==> src/rtl/sha_nonce_sequencer.sv <==
// ---------------------------------------------------------------------------
// sha_nonce_sequencer
//
// Sequencing controller for a double-SHA-256 mining datapath. It walks an
// inclusive nonce range. For each nonce it drives the accumulator phase code,
// the midstate-reuse flag and the compression round index. At the end of each
// nonce it compares the most-significant final hash word against a target.
// A search ends on a hit, when the range is used up, or on an abort request.
//
// The first nonce of a search runs the full schedule:
//   INIT, CHUNK1, ACC1, CHUNK2, ACC2, HASH2, ACC3, CHECK
// Later nonces reuse the chunk-1 midstate, so they restart at CHUNK2.
//
// Ports
//   clk_i          clock; all logic is on the rising edge
//   rst_ni         synchronous active-low reset
//   start_i        one-cycle pulse that starts a search (only taken in IDLE)
//   stop_i         abort; sampled every cycle
//   nonce_start_i  first nonce, captured on an accepted start
//   nonce_end_i    last nonce (inclusive), captured on an accepted start
//   target_i       hit threshold, captured on an accepted start
//   hash_word_i    most-significant final hash word, valid in CHECK
//   block_o        phase code to the accumulators (0..3)
//   nonce_sig_o    0 on the first nonce of a search, 1 on later nonces
//   round_o        round index 0..ROUNDS-1; 0 whenever round_en_o is low
//   round_en_o     high on every compression-round cycle
//   nonce_o        nonce currently being hashed
//   busy_o         high while a search is in progress
//   found_o        sticky hit flag
//   found_nonce_o  nonce that produced the hit
//   exhausted_o    sticky "range finished without a hit" flag
// ---------------------------------------------------------------------------
module sha_nonce_sequencer #(
  parameter int unsigned ROUNDS = 64
) (
  input  logic        clk_i,
  input  logic        rst_ni,
  input  logic        start_i,
  input  logic        stop_i,
  input  logic [31:0] nonce_start_i,
  input  logic [31:0] nonce_end_i,
  input  logic [31:0] target_i,
  input  logic [31:0] hash_word_i,
  output logic [1:0]  block_o,
  output logic        nonce_sig_o,
  output logic [5:0]  round_o,
  output logic        round_en_o,
  output logic [31:0] nonce_o,
  output logic        busy_o,
  output logic        found_o,
  output logic [31:0] found_nonce_o,
  output logic        exhausted_o
);

  typedef enum logic [3:0] {
    S_IDLE,
    S_INIT,
    S_CHUNK1,
    S_ACC1,
    S_CHUNK2,
    S_ACC2,
    S_HASH2,
    S_ACC3,
    S_CHECK
  } state_e;

  localparam logic [5:0] LAST_ROUND = 6'(ROUNDS - 1);

  state_e      state_q;
  logic [1:0]  block_q;
  logic        nonceSig_q;
  logic [5:0]  round_q;
  logic        roundEn_q;
  logic [31:0] nonce_q;
  logic        busy_q;
  logic        found_q;
  logic [31:0] foundNonce_q;
  logic        exhausted_q;
  logic [31:0] nonceEnd_q;
  logic [31:0] target_q;

  logic        roundLast_d;
  logic        hit_d;
  logic        lastNonce_d;
  logic        abort_d;
  logic        accept_d;
  logic [31:0] nonceNext_d;
  logic [5:0]  roundNext_d;

  // Decision terms shared by the state machine. The nonce increment wraps
  // naturally at 2^32, which is what makes a wrapped range work.
  always_comb begin
    roundLast_d = (round_q == LAST_ROUND);
    hit_d       = (hash_word_i <= target_q);
    lastNonce_d = (nonce_q == nonceEnd_q);
    abort_d     = stop_i && (state_q != S_IDLE);
    accept_d    = start_i && !stop_i && (state_q == S_IDLE);
    nonceNext_d = nonce_q + 32'd1;
    roundNext_d = round_q + 6'd1;
  end

  // Single registered state machine. Each transition also loads the output
  // registers for the state being entered, so every output lines up with
  // state_q in the same cycle. Reset and stop take priority over all else.
  always_ff @(posedge clk_i) begin
    if (!rst_ni) begin
      state_q      <= S_IDLE;
      block_q      <= 2'd0;
      nonceSig_q   <= 1'b0;
      round_q      <= 6'd0;
      roundEn_q    <= 1'b0;
      nonce_q      <= 32'd0;
      busy_q       <= 1'b0;
      found_q      <= 1'b0;
      foundNonce_q <= 32'd0;
      exhausted_q  <= 1'b0;
      nonceEnd_q   <= 32'd0;
      target_q     <= 32'd0;
    end else if (abort_d) begin
      // The flags were cleared when the search began, so an abort leaves
      // them at 0 and drops any CHECK result from this cycle.
      state_q    <= S_IDLE;
      block_q    <= 2'd0;
      nonceSig_q <= 1'b0;
      round_q    <= 6'd0;
      roundEn_q  <= 1'b0;
      busy_q     <= 1'b0;
    end else begin
      case (state_q)
        S_IDLE: begin
          if (accept_d) begin
            state_q     <= S_INIT;
            nonce_q     <= nonce_start_i;
            nonceEnd_q  <= nonce_end_i;
            target_q    <= target_i;
            nonceSig_q  <= 1'b0;
            found_q     <= 1'b0;
            exhausted_q <= 1'b0;
            busy_q      <= 1'b1;
            block_q     <= 2'd0;
            round_q     <= 6'd0;
            roundEn_q   <= 1'b0;
          end
        end

        S_INIT: begin
          state_q   <= S_CHUNK1;
          block_q   <= 2'd0;
          round_q   <= 6'd0;
          roundEn_q <= 1'b1;
        end

        S_CHUNK1: begin
          if (roundLast_d) begin
            state_q   <= S_ACC1;
            block_q   <= 2'd1;
            round_q   <= 6'd0;
            roundEn_q <= 1'b0;
          end else begin
            round_q <= roundNext_d;
          end
        end

        S_ACC1: begin
          state_q   <= S_CHUNK2;
          block_q   <= 2'd1;
          round_q   <= 6'd0;
          roundEn_q <= 1'b1;
        end

        S_CHUNK2: begin
          if (roundLast_d) begin
            state_q   <= S_ACC2;
            block_q   <= 2'd2;
            round_q   <= 6'd0;
            roundEn_q <= 1'b0;
          end else begin
            round_q <= roundNext_d;
          end
        end

        S_ACC2: begin
          state_q   <= S_HASH2;
          block_q   <= 2'd2;
          round_q   <= 6'd0;
          roundEn_q <= 1'b1;
        end

        S_HASH2: begin
          if (roundLast_d) begin
            state_q   <= S_ACC3;
            block_q   <= 2'd3;
            round_q   <= 6'd0;
            roundEn_q <= 1'b0;
          end else begin
            round_q <= roundNext_d;
          end
        end

        S_ACC3: begin
          state_q <= S_CHECK;
          block_q <= 2'd3;
        end

        S_CHECK: begin
          if (hit_d) begin
            state_q      <= S_IDLE;
            found_q      <= 1'b1;
            foundNonce_q <= nonce_q;
            busy_q       <= 1'b0;
            block_q      <= 2'd0;
            nonceSig_q   <= 1'b0;
          end else if (lastNonce_d) begin
            state_q     <= S_IDLE;
            exhausted_q <= 1'b1;
            busy_q      <= 1'b0;
            block_q     <= 2'd0;
            nonceSig_q  <= 1'b0;
          end else begin
            // The chunk-1 midstate is reused, so go straight to CHUNK2.
            state_q    <= S_CHUNK2;
            nonce_q    <= nonceNext_d;
            nonceSig_q <= 1'b1;
            block_q    <= 2'd1;
            round_q    <= 6'd0;
            roundEn_q  <= 1'b1;
          end
        end

        default: begin
          state_q    <= S_IDLE;
          block_q    <= 2'd0;
          nonceSig_q <= 1'b0;
          round_q    <= 6'd0;
          roundEn_q  <= 1'b0;
          busy_q     <= 1'b0;
        end
      endcase
    end
  end

  assign block_o       = block_q;
  assign nonce_sig_o   = nonceSig_q;
  assign round_o       = round_q;
  assign round_en_o    = roundEn_q;
  assign nonce_o       = nonce_q;
  assign busy_o        = busy_q;
  assign found_o       = found_q;
  assign found_nonce_o = foundNonce_q;
  assign exhausted_o   = exhausted_q;

endmodule
==> config.mk <==
export PLATFORM = sky130hd
export DESIGN_NAME = sha_nonce_sequencer
export DESIGN_NICKNAME = d
export VERILOG_FILES = /design/src/rtl/sha_nonce_sequencer.sv
export SDC_FILE = /design/constraint.sdc
export NUM_CORES = 1
export LEC_CHECK = 0
export BUFFER_PORTS_ARGS = -buffer_cell sky130_fd_sc_hd__clkbuf_2
export CAP_MARGIN = 10
export CORE_ASPECT_RATIO = 0.7
export CORE_MARGIN = 3
export CORE_UTILIZATION = 30
export DETAILED_ROUTE_END_ITERATION = 8
export GPL_TIMING_DRIVEN = 0
export SYNTH_ARGS = -nofsm -noshare
export SYNTH_HDL_FRONTEND = slang
export SYNTH_SLANG_ARGS = --single-unit
==> constraint.sdc <==
create_clock -name clk_i -period 5.3 [get_ports clk_i]
set_clock_uncertainty 0.2 [all_clocks]
set_input_delay 1.06 -clock clk_i [delete_from_list [all_inputs] [get_ports clk_i]]
set_output_delay 1.06 -clock clk_i [all_outputs]
set_load 0.02 [all_outputs]
======== Word-level counts from Yosys, hierarchy flattened ========
Cells that the tools add are included.
word-level totals
  register bits ........................... 145
operators by class
  add/sub/neg operators ................... 2
  $lt $le $gt $ge ......................... 1
  eq/ne operators ......................... 20
  muxes and demuxes ....................... 40
  bitwise gates (word level) .............. 4
  reduce and logical (&&, ||, !) cells .... 21
operators by type and width
  kind                   count
  $mux 32                3
  $pmux 32 s2            1
  $pmux 4 s9             1
  $add 32x1->32 const B  1
  $eq 32x32->1           1
  $le 32x32->1           1
  $mux 6                 4
  $pmux 6 s4             1
  $eq 4x3->1 const B     4
  $mux 4                 4
  $ne 2x2->1 const B     8
  $pmux 2 s8             1
  $reduce_and 5->1       3
  $mux 1                 14
  $reduce_and 4->1       3
  $reduce_and 3->1       3
  $eq 4x2->1 const B     2
  $mux 2                 4
  $reduce_or 7->1        1
  $add 6x1->6 const B    1
  $eq 6x6->1 const B     1
  $mux 3                 2
  $pmux 1 s3             2
  $reduce_or 3->1        2
  14 further kinds       20

======== Longest topological paths before layout ========
  word-level depth ........................ 5
  mapped depth ............................ 11
  mapped depth without buffers ............ 9

======== Worst setup path after synthesis ========
OpenSTA, ideal clock, no wires.
  path type ............................... input port to flip-flop
  start ................................... input hash_word_i[15]
  end ..................................... register nonce_q[10], in the netlist nonce_o[10]
  setup time .............................. 86 ps
  arrival time ............................ 3218 ps
  setup slack ............................. 1795 ps
  stages .................................. 7
  path buffers ............................ 0
  cells stage by stage .................... ha_1 -> nand4_2 -> a2111o_1 -> a311oi_4 -> nor2_2 -> or4_1 -> a221oi_2
between the ends
  longest elaborated chain between the ends .. 3
RTL lines
  element                            RTL line  source
  start, declared                    43        input logic [31:0] hash_word_i,
  $le 32x32->1                       94        hit_d = (hash_word_i <= target_q);
  $ne 2x2->1 (no source line)        n/a
  $reduce_and 5->1 (no source line)  n/a
  end signal, assigned               133       nonce_q <= nonce_start_i;
  end signal, assigned               222       nonce_q <= nonceNext_d;
  end, declared                      74        logic [31:0] nonce_q;
No other way between the ends.
A chain may end at the register's enable or synchronous reset.

======== Worst setup path in the final report ========
  start ................................... register nonce_q[7], in the netlist nonce_o[7]
  end ..................................... register nonce_q[28], in the netlist nonce_o[28]
between the ends
  longest elaborated chain between the ends .. 4
RTL lines
  element        RTL line  source
  $add 32x1->32  98        nonceNext_d = nonce_q + 32'd1;
  $mux 32        213       end else if (lastNonce_d) begin
  $mux 32        206       if (hit_d) begin
  $pmux 32 s2    129       case (state_q)
Parallel ways exist; a longest one is shown, timed or not. The select of a mux whose other input is x is not followed.

==> summary.log <==
qor: drt.detailedRoute.firstPassIterationCount 7
qor: timing.setup_viol_count_final 0
qor: timing.grt_setup_unrepaired no
qor: timing.timing_max_transition_violations_final 0
qor: global_route.grt_pass1_vias 7568
qor: outcome.outcome completed
qor: yosys.synth_edf_count 0
qor: yosys.synth_area_per_cell 7.688 µm²
qor: yosys.yosys.area.top_type sky130_fd_sc_hd__dfxtp_1
qor: cts.insertion_delay 440 ps
qor: pwr.vdd.ir_drop.worst 0.2299 mV
qor: cts.numCtsBuffers 17
qor: place.placed_cell_area 8922 µm²
qor: yosys.synth.ff_latch_count 145
qor: timing.setup_tns 0 ps
qor: place.final_weighted_congestion_in_routability_driven_placement 0.9558
qor: floorplanning.die_ar 26920 µm²
qor: floorplanning.die-width 194.8 µm
qor: timing.layout_min_cycle_time 4143 ps
qor: yosys.synth_flop_cell sky130_fd_sc_hd__dfxtp_1
qor: global_route.globalRouteOverflowTotal 0
qor: final_layout.nNetsFinal 1366
qor: place.portBuffers 207
qor: setup_path.critical_path_class flip-flop to flip-flop
qor: hold_path.timing.hold.worst.class flip-flop to flip-flop
qor: final_layout.num_antenna_cells 0
qor: cts.cts_hold_repair.buffers 0
qor: drt.vias 8058
qor: yosys.asyncSetResetFlopFracSynth 0%
qor: timing.fmax 241.4 MHz
qor: yosys.seq_area_frac_synth 38.76%
qor: yosys.post_synth_num_cell_types 61
qor: cts.clk_root_buffer_cell sky130_fd_sc_hd__clkbuf_16
qor: drt.totalWireLength 29.33 mm
qor: cts.tritoncts yes
qor: setup_path.crit_slowest_cell sky130_fd_sc_hd__nor4_1
qor: pwr.p_leak 3.874 nW
qor: place.placed_cells 1499
qor: yosys.netlist_instances 974
qor: setup_path.max_stage_delay 790 ps
qor: final_layout.final_area 9595 µm²
qor: yosys.yosys-top-cells-area sky130_fd_sc_hd__dfxtp_1, sky130_fd_sc_hd__nand2_1, sky130_fd_sc_hd__a21oi_1
qor: job.number_of_max_cap_violations 0
qor: setup_path.worst_path_dominant_cell_family simple AND/OR/NAND/NOR gates
qor: pwr.cellPowerDensity 401.9 nW/µm²
qor: global_route.antenna_found_initial 2
qor: cts.clockBufferDepth 2
qor: drt.drt-vias-per-instance 5.270
qor: cts.cts_htree_levels 4
qor: setup_path.timing.critical_path.from_type flip-flop
qor: drt.detail_route.wl_per_cell 19.18 µm
qor: yosys.syn_nets 1140
qor: floorplanning.io_pins 209
qor: floorplanning.start_util 31.06%
qor: setup_path.arrival_time_of_the_worst_setup_path 4210 ps
qor: final_layout.instances_no_fill 1529
qor: global_route.first_pass_grt_wire_length 44.42 mm
qor: drt.antenna_left 0
qor: final_layout.layout-area-overhead-vs-synth 28.14%
qor: cts.post-cts-setup-buffer-count 0
qor: setup_path.end_kind flip-flop
qor: timing.fin_crit_sh 78.17%
qor: final_layout.final_layout_size_suffix_gt1_share 21.64%
qor: yosys.synth.most_common_cell sky130_fd_sc_hd__nand2_1
qor: place.detailed_place_hpwl 22.77 mm
qor: global_route.largest_net_degree_at_the_start_of_global_routing 17
qor: cts.cts-resized-gates 0
qor: pwr.fin_total_pwr 0.003857 W
qor: yosys.synth.cell_area 7488 µm²
qor: global_route.global_route.usage.total 21.19%
qor: floorplanning.row_count 47
qor: setup_path.worst_ep_required_time 5370 ps
qor: floorplanning.die-height 138.2 µm
qor: timing.hold_violations 0
qor: setup_path.critical_path.n_buffers_inverters 2
qor: floorplanning.design.core.area 24110 µm²
qor: drt.drt_first_iter_violations 812
qor: cts.clk_pin_slew 60 ps
qor: setup_path.critical_path.max_fanout 10
qor: yosys.synthTopCellsByCount sky130_fd_sc_hd__nand2_1, sky130_fd_sc_hd__dfxtp_1, sky130_fd_sc_hd__a21oi_1
qor: timing.slew-limit-headroom 38.09%
qor: drt.detail_route.drc_violations 0
qor: yosys.count_of_warnings_emitted_by_yosys 0
qor: setup_path.crit_path_cell_trace clkbuf_1, xor2_1, nor4_1, nand4_1, or2_1, o211ai_2, buf_2, nand2_1, a221oi_1
qor: cts.clkSinkCount 145
qor: yosys.netlist.area_leader.share 38.76%
qor: timing.tightestPinTransition 920.2 ps
qor: timing.worst_slack 1157 ps
qor: place.placement.setup.worst_slack 938.9 ps
-- cells in the final DEF (no fill, tap or decap), drive strengths merged, types with 6 or more instances in the layout --
cell and instances:
a21oi 120, a31oi 8, and2 6, and3 9, buf 6, bufinv 6
clkbuf 297, dfxtp 145, ha 34, inv 38, nand2 211, nand3 52
nand4 18, nor2 29, nor3 21, nor4 17, o2111ai 17, o21ai 49
o31ai 15, xor2 32
-- power breakdown --
group	total (W)	leakage (nW)	internal [W]	switching [W]
combinational	0.00108	2.37	0.000356	0.000722
sequential	0.00138	1.18	0.00123	0.000155
clock	0.00140	0.328	0.000914	0.000484
total	0.00386	3.87	0.00250	0.00136
-- stage by stage --
step | utilization (%) | hold slack [ps]
detailed placement | 37.01 | 246.3
finish | 39.80 | 252.9
CTS | 39.80 | 255.1
global placement | 37.01 | 244.0
floorplan | - | 236.3
global route | 39.80 | 269.1
-- state kept, by name, summed over array words and instances, names as in the netlist --
signal	cells
target_q	32
round_o	6
nonceEnd_q	32
round_en_o	1
nonce_o	32
block_o	2
found_nonce_o	32
found_o	1
nonce_sig_o	1
exhausted_o	1
state_q	4
busy_o	1
-- worst register-to-register path: cells and delay by family, from the launching register on --
family	cells	cell delay [ps]
compound gates	2	740
xor+xnor	1	320
buf+inv	2	720
flops	1	330
simple gates	4	1670
-- worst paths after layout --
| path | start | endpoint | slack, ps | cells past startpoint |
|---|---|---|---|---|
| min reg2reg | target_q[30]$_SDFFE_PN0P_ | target_q[30]$_SDFFE_PN0P_ | 250 | 2 |
| max reg2reg | nonce_o[7]$_SDFFE_PN0P_ | nonce_o[28]$_SDFFE_PN0P_ | 1160 | 9 |
| min | target_q[30]$_SDFFE_PN0P_ | target_q[30]$_SDFFE_PN0P_ | 250 | 2 |
| max | nonce_o[7]$_SDFFE_PN0P_ | nonce_o[28]$_SDFFE_PN0P_ | 1160 | 9 |
-- layout make-up --
type	count	area [µm²]
fill	2558	14520
buffer	76	289.0
multi-input combinational	714	4150
sequential	145	2903
timing repair buffer	207	1036
inverter	39	146.4
tap	318	397.9
clock inverter	10	206.4
clock buffer	20	466.7
-- metal layers --
metal | vias to the layer above | track usage [%] | share of wire [%]
met5 | - | 0 | 0.027
met4 | 2 | 5.249 | 1.4
met3 | 31 | 6.615 | 12
met2 | 430 | 28.30 | 38
met1 | 3701 | 32.63 | 49
li1 | 3894 | - | -
-- cells by family after synthesis --
group	Yosys count	share of synthesized area, %
compound gates	259	21.85
xor+xnor	34	3.977
fa+ha+maj	34	5.681
buf+inv	115	5.814
flops	145	38.76
mux	2	0.2673
simple gates	385	23.64
(Power assumes the default switching activity.)
